==> config.mk <==
export PLATFORM = sky130hd
export DESIGN_NAME = maclauren_feeder
export DESIGN_NICKNAME = d
export VERILOG_FILES = /design/src/rtl/maclauren_pkg.sv /design/src/rtl/maclauren_sample_fifo.sv /design/src/rtl/maclauren_feeder.sv
export SDC_FILE = /design/constraint.sdc
export NUM_CORES = 1
export LEC_CHECK = 0
export ABC_AREA = 1
export BUFFER_PORTS_ARGS = -buffer_cell sky130_fd_sc_hd__buf_2
export CORE_MARGIN = 4
export CORE_UTILIZATION = 50
export CTS_CLUSTER_DIAMETER = 30
export DETAILED_ROUTE_END_ITERATION = 16
export HOLD_SLACK_MARGIN = 0.15
export PLACE_DENSITY = 0.68
export SKIP_CTS_REPAIR_TIMING = 1
export SYNTH_ARGS = -nofsm -noshare
export SYNTH_HDL_FRONTEND = slang
export SYNTH_SLANG_ARGS = --single-unit
==> constraint.sdc <==
create_clock -name clk -period 2.2 [get_ports clk]
set_input_delay 0.44 -clock clk [delete_from_list [all_inputs] [get_ports clk]]
set_output_delay 0.44 -clock clk [all_outputs]
set_load 0.02 [all_outputs]
==> src/rtl/maclauren_pkg.sv <==
`default_nettype none
// +--------------------------------------------------------------------+
// | maclauren_pkg : shared types and constants for the maclauren slice |
// | Rev 1.0                                                            |
// +--------------------------------------------------------------------+
package maclauren_pkg;

  localparam int X_W   = 8;
  localparam int N_W   = 3;
  localparam int MIN_N = 2;

  localparam int DRAIN_SHORT_DFLT = 3;
  localparam int DRAIN_LONG_DFLT  = 7;

  typedef enum logic [2:0] {
    ST_IDLE  = 3'd0,
    ST_START = 3'd1,
    ST_SETUP = 3'd2,
    ST_FEED  = 3'd3,
    ST_DRAIN = 3'd4,
    ST_DONE  = 3'd5
  } feeder_state_t;

  // Core pipeline depth depends on the series order.
  function automatic logic [3:0] drain_cycles(input logic [N_W-1:0] n);
    return (n <= 3'd4) ? 4'(DRAIN_SHORT_DFLT) : 4'(DRAIN_LONG_DFLT);
  endfunction

endpackage
`default_nettype wire

==> src/rtl/maclauren_sample_fifo.sv <==
`default_nettype none
// +--------------------------------------------------------------------+
// | maclauren_sample_fifo : synchronous FIFO for feeder X samples      |
// | Rev 1.0                                                            |
// +--------------------------------------------------------------------+
module maclauren_sample_fifo #(
  parameter int DEPTH = 32,
  parameter int W     = 8
) (
  input  logic         clk,
  input  logic         rst,
  input  logic         push,
  input  logic         pop,
  input  logic [W-1:0] din,
  output logic [W-1:0] dout,
  output logic         full,
  output logic         empty
);

  localparam int AW = $clog2(DEPTH);

  logic [AW:0]  r_wr_ptr;
  logic [AW:0]  r_rd_ptr;
  logic [W-1:0] r_mem [DEPTH];
  logic         w_do_push;
  logic         w_do_pop;

  // Extra pointer bit distinguishes full from empty when the indices match.
  assign empty = (r_wr_ptr == r_rd_ptr);
  assign full  = (r_wr_ptr[AW] != r_rd_ptr[AW]) &&
                 (r_wr_ptr[AW-1:0] == r_rd_ptr[AW-1:0]);

  assign w_do_push = push && !full;
  assign w_do_pop  = pop && !empty;
  assign dout      = r_mem[r_rd_ptr[AW-1:0]];

  always_ff @(posedge clk) begin
    if (rst) begin
      r_wr_ptr <= '0;
      r_rd_ptr <= '0;
    end else begin
      if (w_do_push) r_wr_ptr <= r_wr_ptr + 1'b1;
      if (w_do_pop)  r_rd_ptr <= r_rd_ptr + 1'b1;
    end
  end

  always_ff @(posedge clk) begin
    if (w_do_push) r_mem[r_wr_ptr[AW-1:0]] <= din;
  end

endmodule
`default_nettype wire

==> src/rtl/maclauren_feeder.sv <==
`default_nettype none
// +--------------------------------------------------------------------+
// | maclauren_feeder : buffers X samples and sequences the core batch  |
// | Rev 1.0                                                            |
// +--------------------------------------------------------------------+
module maclauren_feeder
  import maclauren_pkg::*;
#(
  parameter int DEPTH       = 32,
  parameter int BATCH       = 20,
  parameter int DRAIN_SHORT = 3,
  parameter int DRAIN_LONG  = 7
) (
  input  logic           clk,
  input  logic           rst,
  input  logic           cfg_valid,
  input  logic [N_W-1:0] cfg_n,
  output logic           cfg_ready,
  output logic           cfg_error,
  input  logic           in_valid,
  input  logic [X_W-1:0] in_data,
  output logic           in_ready,
  output logic           start,
  output logic [N_W-1:0] N,
  output logic [X_W-1:0] X,
  input  logic           core_ready,
  output logic           busy,
  output logic           done,
  output logic           starve
);

  localparam int CW = $clog2(BATCH + 1);

  feeder_state_t  r_state;
  feeder_state_t  w_next;
  logic [N_W-1:0] r_n;
  logic [N_W-1:0] r_n_out;
  logic [X_W-1:0] r_x;
  logic [CW-1:0]  r_cnt;
  logic [7:0]     r_drain;
  logic           r_cfg_error;

  logic           w_push;
  logic           w_pop;
  logic           w_full;
  logic           w_empty;
  logic [X_W-1:0] w_head;
  logic           w_batch_done;
  logic           w_cfg_ok;
  logic           w_cfg_bad;
  logic           w_start;
  logic           w_done;
  logic           w_busy;
  logic           w_starve;

  assign w_batch_done = (r_cnt == CW'(BATCH));
  assign w_cfg_ok     = cfg_valid && (cfg_n >= N_W'(MIN_N));
  assign w_cfg_bad    = cfg_valid && (cfg_n <  N_W'(MIN_N));
  assign w_push       = in_valid && !w_full;
  // The cycle after the last pop is spent with the counter at BATCH, so no pop then.
  assign w_pop        = (r_state == ST_FEED) && core_ready && !w_empty && !w_batch_done;

  maclauren_sample_fifo #(
    .DEPTH (DEPTH),
    .W     (X_W)
  ) u_fifo (
    .clk   (clk),
    .rst   (rst),
    .push  (w_push),
    .pop   (w_pop),
    .din   (in_data),
    .dout  (w_head),
    .full  (w_full),
    .empty (w_empty)
  );

  always_ff @(posedge clk) begin
    if (rst) r_state <= ST_IDLE;
    else     r_state <= w_next;
  end

  always_comb begin
    w_next   = r_state;
    w_start  = 1'b0;
    w_done   = 1'b0;
    w_starve = 1'b0;
    w_busy   = (r_state != ST_IDLE);
    case (r_state)
      ST_IDLE:  if (w_cfg_ok) w_next = ST_START;
      ST_START: begin
        w_start = 1'b1;
        w_next  = ST_SETUP;
      end
      ST_SETUP: w_next = ST_FEED;
      ST_FEED: begin
        w_starve = core_ready && w_empty;
        if (w_batch_done) w_next = ST_DRAIN;
      end
      ST_DRAIN: if (r_drain == 8'd1) w_next = ST_DONE;
      ST_DONE: begin
        w_done = 1'b1;
        w_next = ST_IDLE;
      end
      default:  w_next = ST_IDLE;
    endcase
  end

  always_ff @(posedge clk) begin
    if (rst) begin
      r_n         <= '0;
      r_n_out     <= '0;
      r_x         <= '0;
      r_cnt       <= '0;
      r_drain     <= '0;
      r_cfg_error <= 1'b0;
    end else begin
      r_cfg_error <= (r_state == ST_IDLE) && w_cfg_bad;
      case (r_state)
        ST_IDLE:  if (w_cfg_ok) r_n <= cfg_n;
        ST_SETUP: begin
          r_n_out <= r_n;
          r_cnt   <= '0;
        end
        ST_FEED: begin
          if (w_pop) begin
            r_x   <= w_head;
            r_cnt <= r_cnt + 1'b1;
          end
          if (w_batch_done)
            r_drain <= (r_n <= N_W'(4)) ? 8'(DRAIN_SHORT) : 8'(DRAIN_LONG);
        end
        ST_DRAIN: r_drain <= r_drain - 1'b1;
        default:  ;
      endcase
    end
  end

  assign cfg_ready = (r_state == ST_IDLE);
  assign cfg_error = r_cfg_error;
  assign in_ready  = !w_full;
  assign start     = w_start;
  assign N         = r_n_out;
  assign X         = r_x;
  assign busy      = w_busy;
  assign done      = w_done;
  assign starve    = w_starve;

endmodule
`default_nettype wire

# Word-level counts from Yosys, hierarchy flattened
# Memories as Yosys holds them, arrays and structs flattened. A register that Yosys moved wholly into a read port is not among the register bits.
# Cells that the tools add are included.
[op_classes]
n_addsub = 4
order_cmp = 3
n_eq_ne = 14
n_mux = 14
n_reduce_logical = 23
[op_table]
columns = ["operator", "count"]
rows = [
  ["$pmux 8 s2", 1],
  ["$pmux 3 s5", 1],
  ["$add 6x1->6 const B", 2],
  ["$mux 3", 4],
  ["$logic_and 1x1->1", 11],
  ["$pmux 5 s2", 1],
  ["$eq 8x1->1 const B", 1],
  ["$mux 8", 1],
  ["$reduce_and 2->1", 4],
  ["$sub 8x1->8 const B", 1],
  ["$eq 3x2->1 const B", 2],
  ["$eq 3x3->1 const B", 2],
  ["$eq 6x6->1", 1],
  ["$add 5x1->5 const B", 1],
  ["$eq 5x5->1", 1],
  ["$eq 5x5->1 const B", 1],
  ["$mux 1", 5],
  ["$mux 5", 1],
  ["$ne 2x1->1 const B", 2],
  ["$ne 2x2->1 const B", 2],
  ["$reduce_bool 2->1", 2],
  ["$eq 3x1->1 const B", 1],
  ["$ge 3x2->1 const B", 1],
  ["$le 3x3->1 const B", 1],
  ["other kinds (6)", 8],
]
[word_totals]
ff_bits = 35
ram_bits = 256
inputBits = 16
memories = 1
[mem_list]
columns = ["name", "words", "width", "rd", "rd_clocked_by_memory_dff", "write_ports", "line_no", "rtl"]
rows = [
  ["u_fifo.r_mem", 32, 8, 1, 1, 1, "maclauren_sample_fifo.sv:24", "logic [W-1:0] r_mem [DEPTH];"],
]

# Logic depth before layout (Yosys ltp)
# Gate-level depths: netlist of run 1.
[depth]
depth_word = 7
mapped_depth = 11
depth_no_buf = 11

# Cells and area by module
# A second synthesis of run 1 with hierarchy kept.
[unflattened]
hier_cells = 1237
hier_area_um2 = 12918.6
[modules_own_cells]
columns = ["module", "instances", "cells_each", "area_each_um2"]
rows = [
  ["maclauren_sample_fifo", 1, 1018, 11442.2],
  ["maclauren_feeder", 1, 219, 1476.4],
]

# Worst setup path before layout of run 1
# OpenSTA, ideal clock, no wires.
[synth_timing]
kind = "flip-flop to flip-flop"
from = "reg u_fifo.r_wr_ptr[2]"
to = "mem u_fifo.r_mem[23][0], enable pin"
setup_ns = 0.383
arrival_ns = 1.667
slack_ns = 0.150
stages_incl_launch_ff = 9
path_buffers = 1
cell_sequence = "dfxtp_1 -> buf_2 -> xor2_1 -> nor2_1 -> nand2_1 -> nor2_1 -> nand2_2 -> nand2_4 -> nor3_1"
[synth_via]
elab_chain_len = 7
[synth_rtl]
columns = ["element", "line_no", "rtl"]
rows = [
  ["start, declared", "maclauren_sample_fifo.sv:22", "logic [AW:0] r_wr_ptr;"],
  ["start signal, assigned", "maclauren_sample_fifo.sv:42", "if (w_do_push) r_wr_ptr <= r_wr_ptr + 1'b1;"],
  ["$eq 5x5->1 *", "maclauren_sample_fifo.sv:31", "(r_wr_ptr[AW-1:0] == r_rd_ptr[AW-1:0]);"],
  ["$logic_and 1x1->1 *", "maclauren_sample_fifo.sv:30", "assign full = (r_wr_ptr[AW] != r_rd_ptr[AW]) &&"],
  ["$logic_not 1->1 *", "--", ""],
  ["via in_ready", "maclauren_feeder.sv:22", "output logic in_ready,"],
  ["$logic_and 1x1->1", "maclauren_feeder.sv:59", "assign w_push = in_valid && !w_full;"],
  ["$logic_and 1x1->1 *", "maclauren_sample_fifo.sv:33", "assign w_do_push = push && !full;"],
  ["$mux 1 *", "maclauren_sample_fifo.sv:48", "if (w_do_push) r_mem[r_wr_ptr[AW-1:0]] <= din;"],
  ["$mux 1 (implied by the code) *", "maclauren_sample_fifo.sv:48", ""],
  ["end, declared", "maclauren_sample_fifo.sv:24", ""],
]
# Mark *: on every way through the listed nets, which the timed path passes. The rest lies on a longest branch.

# Final worst setup path of run 1
[layout_timing]
from = "reg u_fifo.r_wr_ptr[3]"
to = "out in_ready"
[layout_via]
elab_chain_len = 3
[layout_rtl]
columns = ["element", "line_no", "rtl"]
rows = [
  ["$eq 5x5->1", "maclauren_sample_fifo.sv:31", ""],
  ["$logic_and 1x1->1", "maclauren_sample_fifo.sv:30", ""],
  ["$logic_not 1->1", "maclauren_feeder.sv:140", "assign in_ready = !w_full;"],
  ["end, declared", "maclauren_feeder.sv:22", ""],
]
# Every way passes these cells.

==> results of run 1 <==
## logic make-up after synthesis
kind of cell,share of synthesized area
flip-flops,0.659
adder cells (fa/ha/maj),0.00868
AO/OA/AOI/OAI,0.0326
XOR/XNOR,0.00946
AND/OR/NAND/NOR,0.226
buffers and inverters,0.0643
## critical path, cell delays in order (launching register included)
cell	delay [ns]
dfxtp_1	0.33
xor2_1	0.17
nor2_1	0.14
nand2_1	0.08
nor2_2	0.12
nand2_2	0.09
buf_6	0.15
buf_6	0.12
## metrics by stage
stage	setup TNS, ns	instances	setup slack, ns
after floorplan	0	1309	0.150
after global placement	0	1671	0.192
after detailed placement	0	1671	0.122
after CTS	-0.163	1780	-0.149
after global routing	-0.0782	1782	-0.0782
final	0	1782	0.00209
## layer usage
| layer | track usage | up-vias | share of wire |
|---|---|---|---|
| li1 | - | 4518 | - |
| met4 | 0.0774 | 0 | 0.028 |
| met3 | 0.0458 | 67 | 0.077 |
| met2 | 0.355 | 387 | 0.47 |
| met1 | 0.306 | 4370 | 0.43 |
| met5 | 0 | - | 0 |
## state kept, by name (all words and copies together) (netlist names)
signal	flops
r_state	3
r_cnt	5
cfg_error	1
u_fifo.r_wr_ptr	6
u_fifo.r_rd_ptr	6
u_fifo.r_mem	256
r_n	3
N	3
X	8
r_drain	8
## cell type report
| class | count | area (um2) |
|---|---|---|
| fill | 1963 | 9570 |
| sequential | 299 | 8560 |
| multi-input combinational | 810 | 3600 |
| clock buffer | 66 | 1520 |
| timing repair buffer | 94 | 686 |
| inverter | 140 | 533 |
| clock inverter | 43 | 448 |
| tap | 330 | 413 |
## cells in the mapped netlist, types with 2 or more instances
| cell type | number |
|---|---|
| inv_1 | 131 |
| nor2_1 | 115 |
| ha_1 | 9 |
| nand2_2 | 3 |
| nand3_1 | 177 |
| xor2_1 | 13 |
| nand2_4 | 4 |
| nor3_1 | 4 |
| clkinv_1 | 3 |
| clkbuf_1 | 23 |
| o21ai_0 | 21 |
| buf_2 | 25 |
| buf_4 | 9 |
| buf_6 | 2 |
| a21oi_1 | 53 |
| o211ai_1 | 3 |
| dfxtp_1 | 43 |
| nand2_1 | 398 |
| inv_2 | 5 |
| edfxtp_1 | 256 |
| nand4_1 | 2 |
| o21ai_1 | 3 |
## cell usage in the layout, fill, tap and decap left out, types with 3 or more instances in the layout
cell type,instances
inv_6,4
nand2_4,4
o21ai_1,3
buf_4,55
bufinv_16,5
a21oi_1,52
edfxtp_1,256
inv_2,5
nand3_1,176
clkbuf_1,6
o211ai_1,3
buf_12,4
o21ai_0,21
clkbuf_16,60
inv_4,3
buf_2,32
nor2_1,114
dfxtp_1,40
nand2_1,398
nor3_1,4
clkinv_2,7
ha_1,9
clkinv_1,6
clkinvlp_4,14
xor2_1,13
inv_1,129
nand2_2,3
clkinv_4,8
## where the power goes
| part | switching, uW | internal, uW |
|---|---|---|
| registers | 25.4 | 6210 |
| clock network | 3000 | 5610 |
| logic | 388 | 143 |
| total | 3420 | 12000 |
## worst max path at each step
stage	from	end	slack (ns)
2_1_floorplan	u_fifo.r_wr_ptr[2]$_SDFFE_PP0P_	u_fifo.r_mem[23][0]$_DFFE_PP_	0.15
4_1_cts	u_fifo.r_rd_ptr[0]$_SDFFE_PP0P_	in_ready	-0.15
3_5_place_dp	u_fifo.r_wr_ptr[0]$_SDFFE_PP0P_	u_fifo.r_mem[31][3]$_DFFE_PP_	0.12
6_report	u_fifo.r_wr_ptr[3]$_SDFFE_PP0P_	in_ready	0.002
3_3_place_gp	u_fifo.r_wr_ptr[0]$_SDFFE_PP0P_	u_fifo.r_mem[31][7]$_DFFE_PP_	0.19
5_1_grt	u_fifo.r_wr_ptr[0]$_SDFFE_PP0P_	in_ready	-0.08
==> reports/metrics.csv, run 1 <==
metric,value,unit
largest area contributor in the netlist,edfxtp_1,
layout cells sized above 1,0.149,
Die Span Y,169,um
top-area cell type share of the netlist area,0.593,
initial antenna violation count,0,
drt wl/cell,17.8,um
clk_lat worst skew,0.57,ns
Power Total,15400,uW
"Period Utilization, post-route",0.999,
Port Buf Inserts,33,
vias in the first global route,9268,
fmax,455,MHz
min-delay src,cfg_n[2],
GP Congestion,0.851,
status,"complete, no violations",
die footprint,28600,um2
"Top FF cell, synth",edfxtp_1,
first-pass GRT wire length,49.9,mm
register-to-register setup slack,0.13,ns
Worst Hold Class,in -> reg,
Die X,169,um
Routed Antenna Nets,0,
Post-DP HPWL,18.5,mm
Post-Route WL,31.7,mm
final hold violation count,0,
kind of start point of the critical path,flip-flop,
Slew headroom,0.314,
final setup fails,0,
WHS Endpoint,r_n[2]$_SDFFE_PP0P_,
starting density of the core,0.512,
ys async rst share,0,
Avg Synthesized Cell Area,9.91,um2
GRT Util Overall,0.222,
Crit Path Max Fanout,5,
CTS tree,built,
DRC,0,
Synth cell types,29,
Mapped Cells,1309,
R2R Path End,u_fifo.r_mem[31][3]$_DFFE_PP_,
number of synthesized flops with an enable pin,256,
Core ar.,25300,um2
Row Count,58,
I/O pins,34,
post-synthesis sequential area ratio,0.659,
via count,9342,
H-tree depth,2,
Num Clock Sinks,299,
largest net degree at the start of global routing,129,
DR pass1 iterations,5,
LEAKAGE,0.00641,uW
largest cells by area after synthesis,"edfxtp_1, nand2_1, nand3_1",
via/cell ratio,5.24,
PwrDens,976,nW/um2
Hold Path Depth,3,
Worst Path Arrival,1.76,ns
Fin Hold WS,0.151,ns
TritonCTS buffer count,59,
DR iter-0 viols,859,
Worst Tran Pin Value,1.02,ns
max_cap viols,0,
Yosys reg bits,299,
CTS max path bufs,3,
crit path kind,reg -> out,
worst endpoint required time,1.76,ns
design area,15800,um2
synthesis-to-finish area growth,21.5,%
Crit. End Element,output port,
RR Startpoint,u_fifo.r_wr_ptr[3]$_SDFFE_PP0P_,
"Cell Area, Placed",13700,um2
Final Util,0.622,
Final min period,2.20,ns
unrepaired setup endpoints after global routing,yes,
YS warnings,0,
Peak VDD IR,0.750,mV
Syn Std Cell Area,13000,um2
max-slew violation count,0,
CTS root buf,clkbuf_16,
Clock transition at path regs,0.05,ns
grt ovf,0,
Mapped Nets,1334,
clk_skew,0.0186,ns
# nets final,1429,
Reg2Reg Depth,7,
number of diodes,0,
Note: power is estimated with default switching activity, not from simulation.
==> run 2, diff against run 1 <==
- CAP_MARGIN: unset -> 30
- CORE_UTILIZATION: 50 -> 45
- PLACE_DENSITY: 0.68 -> 0.63
- clock period: 2.2 -> 2.6 ns (I/O delays scaled with it)
==> reports/metrics.csv, run 2 (synthesis gave the netlist of run 1 again) <==
metric,value,unit,change
status,"complete, no violations",,
clock network power share,0.576,,+0.016
vias in the first global route,8956,,-3.4%
"Period Utilization, post-route",0.946,,
Num Clock Sinks,299,,unchanged
Die X,178,um,+5.2%
largest net degree at the start of global routing,125,,-3.1%
register share of total power,0.393,,-0.013
Worst Path Arrival,1.94,ns,+0.18 ns
P_int,10600,uW,-11%
Post-Route WL,31.5,mm,-0.69%
# nets final,1412,,-1.2%
worst endpoint required time,2.08,ns,+0.32 ns
Clock transition at path regs,0.05,ns,about the same
Routed Antenna Nets,0,,unchanged
DRC,0,,unchanged
CP max-delay cell,dfxtp_2,,
Worst Tran Pin Value,0.893,ns,-0.129 ns
LEAKAGE,0.00641,uW,-0.11%
Final Util,0.560,,-0.0618
WHS Endpoint,r_n[0]$_SDFFE_PP0P_,,
clk_lat worst skew,0.57,ns,about the same
Crit. End Element,output port,,
final setup TNS,0,ns,unchanged
via count,9235,,-1.1%
GRT Util Overall,0.202,,-0.0204
Peak VDD IR,0.610,mV,-19%
Crit Path Max Fanout,7,,+2
Sw Pwr,2790,uW,-18%
R2R Path End,u_fifo.r_mem[15][3]$_DFFE_PP_,,
CTS max path bufs,3,,unchanged
GP Congestion,0.842,,-1.0%
TritonCTS buffer count,59,,unchanged
first-pass GRT wire length,48.9,mm,-1.9%
final hold violation count,0,,unchanged
DR pass1 iterations,5,,unchanged
via/cell ratio,5.09,,-3.0%
Hold Path Depth,3,,unchanged
unrepaired setup endpoints after global routing,no,,
grt ovf,0,,unchanged
initial antenna violation count,0,,unchanged
final setup fails,0,,unchanged
Die Span Y,178,um,+5.2%
max-slew violation count,0,,unchanged
Post-DP HPWL,18.4,mm,-0.75%
I/O pins,34,,unchanged
kind of start point of the critical path,flip-flop,,
drt wl/cell,17.3,um,-2.6%
crit path kind,reg -> out,,
min-delay src,cfg_n[0],,
PwrDens,854,nW/um2,-13%
Final Non-Filler Cells,1816,,+1.9%
clk_skew,0.0235,ns,+0.00486 ns
H-tree depth,2,,unchanged
placed cells,1703,,+1.9%
max reg flops,256,,unchanged
register-to-register setup slack,0.30,ns,+0.17 ns
Slew headroom,0.405,,+0.0909
switching portion of total power,0.208,,-0.0144
CTS root buf,clkbuf_16,,
max_cap viols,0,,unchanged
most frequent cells in the layout,"nand2_1, edfxtp_1, nand3_1, inv_1, nor2_1",,
Logic pwr share,0.031,,-0.004
crit-path most repeated cell,nand2_1,,
Crit path largest cell delay,0.40,ns,+0.07 ns
Port Buf Inserts,33,,unchanged
layout cells sized above 1,0.136,,-0.0132
fmax,406,MHz,
starting density of the core,0.462,,-0.0503
Row Count,61,,+5.2%
RR Startpoint,u_fifo.r_wr_ptr[1]$_SDFFE_PP0P_,,
synthesis-to-finish area growth,21.4,%,
Final min period,2.46,ns,
crit-path cells,inv_1 > nand2_1 > nand2_1 > a21oi_1 > nand3_1 > nor2_1 > buf_2,,
"commonest non-fill, non-tap cell in the layout",nand2_1,,
Reg2Reg Depth,12,,+5
number of diodes,0,,unchanged
DR iter-0 viols,846,,-1.5%
die footprint,31600,um2,+11%
Core ar.,28100,um2,+11%
Worst Hold Class,in -> reg,,
CTS tree,built,,
-- run 2: cell types whose count changed in the layout (fill, tap and decap cells not counted), moves of 2 or more --
cell and delta:
buf_4 -13, clkinvlp_4 -8, clkbuf_8 +7, clkinv_1 +5, bufinv_16 +4, buf_12 -3
clkinv_2 +3, clkinv_4 -3, buf_2 +2, buf_6 -2, clkbuf_1 -2, inv_1 +2
inv_4 -2
-- run 2: worst max-delay path: cells and delay by family (launching register included) --
kind / cells / cell delay [ns]
and+or+nand+nor: 4 / 0.51
DFF: 1 / 0.40
buffers and inverters: 2 / 0.28
AOI/OAI and AO/OA: 1 / 0.17
-- run 2: power groups by stage --
stage                     combinational, uW  sequential (uW)  clock [uW]
after floorplan                         217             5380           0
after global placement                  410             5370           0
after detailed placement                414             5370           0
after CTS                               418             5280        7830
after global routing                    460             5280        8110
final                                   416             5280        7730
-- run 2: area by class of cell --
type	instances	area, um2
clock inverters	41	477
flip-flops and latches	299	8550
clock buffers	71	1610
well taps	378	473
inverters	140	529
multi-input cells	810	3580
repair buffers	77	505
fillers	2440	12400
-- run 2: per-layer routing --
| metal | global-route usage | vias to the layer above | wire [um] |
|---|---|---|---|
| met2 | 0.333 | 313 | 15000 |
| met5 | 0.0192 | - | 76 |
| met1 | 0.269 | 4349 | 13600 |
| li1 | - | 4505 | - |
| met3 | 0.0375 | 66 | 1960 |
| met4 | 0.0677 | 2 | 831 |
-- run 2: how the worst max path moves through the flow --
stage / start / end / slack [ns] / depth (start not counted)
2_1_floorplan: u_fifo.r_wr_ptr[2]$_SDFFE_PP0P_ / u_fifo.r_mem[23][0]$_DFFE_PP_ / 0.55 / 8
3_3_place_gp: u_fifo.r_wr_ptr[0]$_SDFFE_PP0P_ / u_fifo.r_mem[15][1]$_DFFE_PP_ / 0.40 / 13
3_5_place_dp: u_fifo.r_wr_ptr[0]$_SDFFE_PP0P_ / u_fifo.r_mem[15][2]$_DFFE_PP_ / 0.33 / 13
4_1_cts: u_fifo.r_wr_ptr[0]$_SDFFE_PP0P_ / starve / 0.05 / 7
5_1_grt: u_fifo.r_wr_ptr[0]$_SDFFE_PP0P_ / starve / 0.06 / 7
6_report: u_fifo.r_wr_ptr[0]$_SDFFE_PP0P_ / starve / 0.14 / 7
-- run 2: metrics by stage --
step	hold slack (ns)	instance area, um2	total power [uW]	setup slack (ns)
6_report	0.210	15700	13400	0.139
5_1_grt	0.219	15700	13900	0.0575
4_1_cts	0.190	15700	13500	0.0476
3_5_place_dp	0.464	13600	5790	0.332
3_3_place_gp	0.454	13600	5780	0.399
2_1_floorplan	0.443	13000	5590	0.550
